$ cat src/rtl/tff_updown_counter_pkg.sv
// Shared constants for the toggle-cell up/down counter.
package tff_cnt_pkg;
  localparam int   W_DEF   = 4;
  localparam int   MOD_DEF = 10;
  localparam logic DIR_UP  = 1'b1;
  localparam logic DIR_DN  = 1'b0;
endpackage

$ cat src/rtl/tff_updown_counter_if.sv
// Control/status bundle of the toggle-cell counter; master drives controls, slave returns count and flags.
interface tff_updown_counter_if #(parameter int W = 4);
  logic         en;
  logic         up;
  logic         load;
  logic [W-1:0] din;
  logic         clr_ovf;
  logic [W-1:0] q;
  logic         tc;
  logic         ovf;

  modport master (output en, up, load, din, clr_ovf, input q, tc, ovf);
  modport slave  (input en, up, load, din, clr_ovf, output q, tc, ovf);
endinterface

$ cat src/rtl/tff_updown_counter_t_cell.sv
// Single T flip-flop bit cell: toggles on t, synchronous active-low clear.
module t_cell (
  input  logic clk,
  input  logic rst,
  input  logic t,
  output logic q,
  output logic qbar
);
  logic q_q;

  always_ff @(posedge clk) begin
    if (!rst)   q_q <= 1'b0;
    else if (t) q_q <= ~q_q;
  end

  assign q    = q_q;
  assign qbar = ~q_q;
endmodule

$ cat src/rtl/tff_updown_counter.sv
// Up/down counter built from t_cell bits: generates per-bit toggle enables, tc pulse and sticky ovf.
// Optional macro TFF_CNT_MODULO_EN wraps at MOD instead of 2^W.
module tff_updown_counter
  import tff_cnt_pkg::*;
#(
  parameter int W   = W_DEF,
  parameter int MOD = MOD_DEF
) (
  input logic                  clk,
  input logic                  rst,
  tff_updown_counter_if.slave  bus
);
  logic [W-1:0] q_w, qbar_w, t_vec;
  logic [W-1:0] up_t, dn_t, up_tv, dn_tv, ld_val;
  logic         wrap_up, wrap_dn, wrap;
  logic         tc_d, tc_q, ovf_d, ovf_q;

  // Ripple-style enables: bit i toggles when every lower bit is 1 (up) or 0 (down).
  assign up_t[0] = 1'b1;
  assign dn_t[0] = 1'b1;
  for (genvar i = 1; i < W; i++) begin : g_ten
    assign up_t[i] = &q_w[i-1:0];
    assign dn_t[i] = &qbar_w[i-1:0];
  end

`ifdef TFF_CNT_MODULO_EN
  localparam logic [W-1:0] TOP = W'(MOD - 1);
  assign wrap_up = (q_w == TOP);
  assign wrap_dn = (q_w == '0);
  // Wrap points jump straight to the target value, so toggle q^target there.
  assign up_tv   = wrap_up ? q_w : up_t;
  assign dn_tv   = wrap_dn ? (q_w ^ TOP) : dn_t;
  assign ld_val  = (32'(bus.din) >= MOD) ? TOP : bus.din;
`else
  assign wrap_up = &q_w;
  assign wrap_dn = ~|q_w;
  assign up_tv   = up_t;
  assign dn_tv   = dn_t;
  assign ld_val  = bus.din;
`endif

  always_comb begin
    t_vec = '0;
    wrap  = 1'b0;
    if (bus.load) begin
      t_vec = q_w ^ ld_val;
    end else if (bus.en) begin
      if (bus.up == DIR_UP) begin
        t_vec = up_tv;
        wrap  = wrap_up;
      end else begin
        t_vec = dn_tv;
        wrap  = wrap_dn;
      end
    end
  end

  for (genvar i = 0; i < W; i++) begin : g_cell
    t_cell u_cell (
      .clk  (clk),
      .rst  (rst),
      .t    (t_vec[i]),
      .q    (q_w[i]),
      .qbar (qbar_w[i])
    );
  end

  // A wrap sets ovf even when clr_ovf is asserted on the same edge.
  assign tc_d  = wrap;
  assign ovf_d = bus.load ? ovf_q : (wrap | (ovf_q & ~bus.clr_ovf));

  always_ff @(posedge clk) begin
    if (!rst) begin
      tc_q  <= 1'b0;
      ovf_q <= 1'b0;
    end else begin
      tc_q  <= tc_d;
      ovf_q <= ovf_d;
    end
  end

  assign bus.q   = q_w;
  assign bus.tc  = tc_q;
  assign bus.ovf = ovf_q;
endmodule

$ cat src/flat_wrapper.sv
// flat-port wrapper written by rule: the top's interface ports become plain ports
module tff_updown_counter_flat import tff_cnt_pkg::*;
#(
  parameter int W   = W_DEF,
  parameter int MOD = MOD_DEF
)
  (clk, rst, bus_en, bus_up, bus_load, bus_din, bus_clr_ovf, bus_q, bus_tc, bus_ovf);
  tff_updown_counter_if #(.W(W)) bus_i ();
  input logic clk;
  input logic rst;
  input wire logic [$bits(bus_i.en)-1:0] bus_en;
  input wire logic [$bits(bus_i.up)-1:0] bus_up;
  input wire logic [$bits(bus_i.load)-1:0] bus_load;
  input wire logic [$bits(bus_i.din)-1:0] bus_din;
  input wire logic [$bits(bus_i.clr_ovf)-1:0] bus_clr_ovf;
  output wire logic [$bits(bus_i.q)-1:0] bus_q;
  output wire logic [$bits(bus_i.tc)-1:0] bus_tc;
  output wire logic [$bits(bus_i.ovf)-1:0] bus_ovf;
  assign bus_i.en = bus_en;
  assign bus_i.up = bus_up;
  assign bus_i.load = bus_load;
  assign bus_i.din = bus_din;
  assign bus_i.clr_ovf = bus_clr_ovf;
  assign bus_q = bus_i.q;
  assign bus_tc = bus_i.tc;
  assign bus_ovf = bus_i.ovf;
  tff_updown_counter #(.W(W), .MOD(MOD)) u_core (.clk(clk), .rst(rst), .bus(bus_i));
endmodule
$ cat config.mk
export PLATFORM = sky130hd
export DESIGN_NAME = tff_updown_counter_flat
export DESIGN_NICKNAME = d
export VERILOG_FILES = /design/src/rtl/tff_updown_counter_pkg.sv /design/src/rtl/tff_updown_counter_if.sv /design/src/rtl/tff_updown_counter_t_cell.sv /design/src/rtl/tff_updown_counter.sv /design/src/flat_wrapper.sv
export SDC_FILE = /design/constraint.sdc
export NUM_CORES = 1
export LEC_CHECK = 0
export BUFFER_PORTS_ARGS = -buffer_cell sky130_fd_sc_hd__buf_2
export CAP_MARGIN = 40
export CORE_AREA = 2 2 39 41
export CTS_CLUSTER_DIAMETER = 30
export DETAILED_ROUTE_END_ITERATION = 8
export DIE_AREA = 0 0 41 43
export PLACE_DENSITY = 0.54
export SLEW_MARGIN = 0
export SYNTH_ARGS = -nofsm -noshare
export SYNTH_HDL_FRONTEND = slang
export SYNTH_HIERARCHICAL = 1
export SYNTH_SLANG_ARGS = --single-unit
$ cat constraint.sdc
create_clock -name clk -period 1.4 [get_ports clk]
set_input_delay 0.14 -clock clk [delete_from_list [all_inputs] [get_ports clk]]
set_output_delay 0.14 -clock clk [all_outputs]
set_load 0.005 [all_outputs]
# After elaboration in Yosys (flattened, before gate mapping)
# Index checks and enable logic that the tools add are counted.
# word_totals
regBits	6
inputBits	10
wordCells	27
# classes
muxes	6
bitwise_logic	8
reduce_logical	7
# ops
cell	n
4-bit two-way mux	3
3-bit AND reduction	2
1-bit inverter	5
2-bit AND reduction	2
4-bit AND reduction	1
4-bit OR reduction	1
4-bit XOR	1
1-bit two-way mux	3
1-bit AND	1
1-bit logical NOT	1
1-bit bitwise OR	1

# Logic depth before layout (Yosys ltp)
# depth
ltp_word	6
mapped_depth	6
mapped_depth_nobuf	6

# Cells and area by module
# The synthesis kept the hierarchy.
# by_module_without_submodules
mod	instances	cells_per_inst	area_per_inst_um2
tff_updown_counter	1	29	205.2
t_cell	4	4	38.8

# Worst setup path after synthesis
# No wires, ideal clock.
# synth_timing
path_kind	register -> register
from	register u_core.g_cell[0].u_cell.q_q
to	register u_core.g_cell[3].u_cell.q_q
arrival_ps	1145
required_ps	1285
slack_ps	140
stages_incl_launch_ff	7
path_buffers	0
period_less_slack_ps	1260
path_cell_list	dfxtp_1 inv_1 nor2b_1 a31oi_1 o21ai_0 xor2_1 and2_1
# synth_via
elab_chain_cells	5
elab_cells_between_ends	6
# synth_lines
element	line_no	rtl
from (decl)	tff_updown_counter_t_cell.sv:9	logic q_q;
from (signal assigned)	tff_updown_counter_t_cell.sv:13	else if (t) q_q <= ~q_q;
1-bit inverter	tff_updown_counter_t_cell.sv:17	assign qbar = ~q_q;
named net u_core.dn_t[1]	tff_updown_counter.sv:14	logic [W-1:0] up_t, dn_t, up_tv, dn_tv, ld_val;
3-bit AND reduction	tff_updown_counter.sv:23	assign dn_t[i] = &qbar_w[i-1:0];
4-bit two-way mux	tff_updown_counter.sv:48	if (bus.up == DIR_UP) begin
4-bit two-way mux	tff_updown_counter.sv:47	end else if (bus.en) begin
4-bit two-way mux	tff_updown_counter.sv:45	if (bus.load) begin
named net u_core.t_vec[3]	tff_updown_counter.sv:13	logic [W-1:0] q_w, qbar_w, t_vec;
to (signal assigned)	tff_updown_counter_t_cell.sv:13	
to (decl)	tff_updown_counter_t_cell.sv:9	
# The timed path passes the listed nets, and every way through them passes these cells.
# A chain may end at the register's enable or synchronous reset.

# Final worst setup path
# layout_timing
from	register u_core.g_cell[2].u_cell.q_q
to	register u_core.g_cell[3].u_cell.q_q
# layout_via
elab_chain_cells	5
elab_cells_between_ends	6
# layout_lines
element	line_no
from (decl)	tff_updown_counter_t_cell.sv:9
from (signal assigned)	tff_updown_counter_t_cell.sv:13
1-bit inverter	tff_updown_counter_t_cell.sv:17
3-bit AND reduction	tff_updown_counter.sv:23
4-bit two-way mux *	tff_updown_counter.sv:48
4-bit two-way mux *	tff_updown_counter.sv:47
4-bit two-way mux *	tff_updown_counter.sv:45
named net u_core.t_vec[3]	tff_updown_counter.sv:13
# The timed path passes the listed nets; every way through them passes the cells marked *.

==> metrics.yaml <==
cts:
  clkLatencyLatePin_ns: 0.24
  path_clk_slew_ns: 0.04
  cts_tree: "yes"
  clk_path_buf_depth: 2
  htreeDepth: 1
  cts_num_sinks: 6
  cts_buffers: 3
  cts_root_buf: "clkbuf_4"
detailed_routing:
  drt-initial-drc-count: 3
  via_count: 347
  drtPass1Iterations: 2
  routed_via_density: 4.39
  ant_nets: 0
  drt_wl_total_um: 761
  wire_per_inst_um: 9.63
  drc: 0
sta:
  fmax_mhz: 797
  period_needed_ns: 1.25
  hold_slack_ns: 0.182
  grt_setup_unrepaired: "false"
  skew_ns: 0.000403
  tightest_slew_ns: 0.278
  fin_ws_ns: 0.146
  setup_viol: 0
  hold_viol_final: 0
  finalMaxSlewViolations: 0
  timing.slew.headroom_pct: 81.4
  period_share_pct: 89.6
  setup_tns_ns: 0
worst_setup_path:
  cp_max_fo: 6
  cp.required_ns: 1.53
  cp.buffers_inverters: 0
  path_cells: "and4_1 -> a31oi_1 -> o21ai_0 -> xor2_1 -> and2_1"
  max_stage_delay_ns: 0.42
  critPathKind: "flop to flop"
  worst_setup_path_end_kind: "flop"
  critical_path.slowest_cell: "dfxtp_1"
  crit_family: "flip-flops"
  critPathArrivalTime_ns: 1.39
  critPathLaunchType: "flop"
floorplan:
  start_util_pct: 25.8
  ios: 16
  die_area_mm2: 0.00176
  fp.dieH_um: 43
  die_x_um: 41
  fp-row-count: 14
  core_area_mm2: 0.00138
power:
  irDropWorstVdd_mv: 0.306
  p_per_area_mw_per_mm2: 1270
  p_leak_nw: 0.248
  p_total_mw: 0.615
layout:
  drive_gt1_share_pct: 34.9
  antenna_cells: 0
  fin_nets: 75
  syn_to_final_growth_pct: 35.8
  fin_cells: 79
global_route:
  grt_pass1_vias: 305
  grt_overflow: 0
  use_met2_pct: 15.3
  antenna_found_initial: 0
  grt_use_met3_pct: 1.57
  grt_max_degree: 8
  grt.total_usage_pct: 9.43
  busiest_layer: "met2"
  grt_pass1_wl_mm: 1.12
  met1_usage_pct: 9.62
placed_design:
  port_buffers: 15
  dp_hpwl_um: 578
  gp_congestion: 0.631
  dp_slack_ns: 0.125
  place_inst: 76
yosys:
  syn_area_um2: 357
  ys_warn_count: 6
  synth_nets: 54
  synth_cells: 44
  syn_area_per_cell_um2: 8.10
hold_path:
  hold_class: "input port to flop"
status:
  outcome: "complete, no violations"
job:
  maxCapViolCount: 0
flip-flops by register name (all words and copies together), names as in the netlist:
signal	cells
u_core/bus.tc	1
u_core/bus.ovf	1
u_core/g_cell.u_cell/q	4
stage by stage:
step           utilization [%]  cell area (um^2)
3_5_place_dp              33.2               459
4_1_cts                   34.8               482
3_3_place_gp              33.2               459
2_1_floorplan                -               357
6_report                  35.0               484
5_1_grt                   35.0               484
metal layers:
metal  vias up  wire [um]
met3         0         26
met2         7        406
li1        184          -
met4         0          0
met5         -          0
met1       156        327
timing repair:
action	in CTS	in global routing
gates resized for setup	0	3
setup buffers	0	0
endpoints found under the hold margin	0	0
hold buffers	0	0
setup endpoints to repair	0	3
path summary, 6_finish.rpt:
check,startpoint,to,slack [ns],cells after the start
min,rst,u_core/g_cell[3].u_cell/q,0.18,2
max reg2reg,u_core/g_cell[2].u_cell/q,u_core/g_cell[3].u_cell/q,0.15,5
min reg2reg,u_core/bus.ovf,u_core/bus.ovf,0.49,2
max,u_core/g_cell[2].u_cell/q,u_core/g_cell[3].u_cell/q,0.15,5
report_power, final:
part / internal (mW) / switching (mW)
clock: 0.0969 / 0.0607
combinational: 0.112 / 0.0938
sequential: 0.207 / 0.0449
total: 0.416 / 0.199
worst reg2reg max path: cells and delay by family (launching register included):
kind / cells / cell delay (ns)
AND/OR/NAND/NOR: 2 / 0.40
flip-flops: 1 / 0.42
AO/OA/AOI/OAI: 2 / 0.25
XOR/XNOR: 1 / 0.08
cells in the final DEF (no fill, tap or decap):
master	instances
nor2_1	1
nor3_1	2
nor2b_1	1
a32oi_1	1
o31ai_2	1
nand2b_1	2
clkbuf_4	3
inv_1	4
o21ai_0	3
xor2_1	8
a31oi_1	1
o21ai_1	1
dfxtp_1	4
buf_4	1
dfxtp_2	2
buf_2	15
nand2_1	5
nand3_1	1
and2_1	5
a22oi_1	1
and4_1	1
area by class of cell:
type                            instances  area (um^2)
Fill cell                             157          900
Multi-Input combinational cell         34          221
Sequential cell                         6          123
Timing Repair Buffer                   16         82.6
Clock buffer                            3         22.5
Tap cell                               16         20.0
Inverter                                4         15.0
No activity file was read; power rests on OpenSTA's default activity.
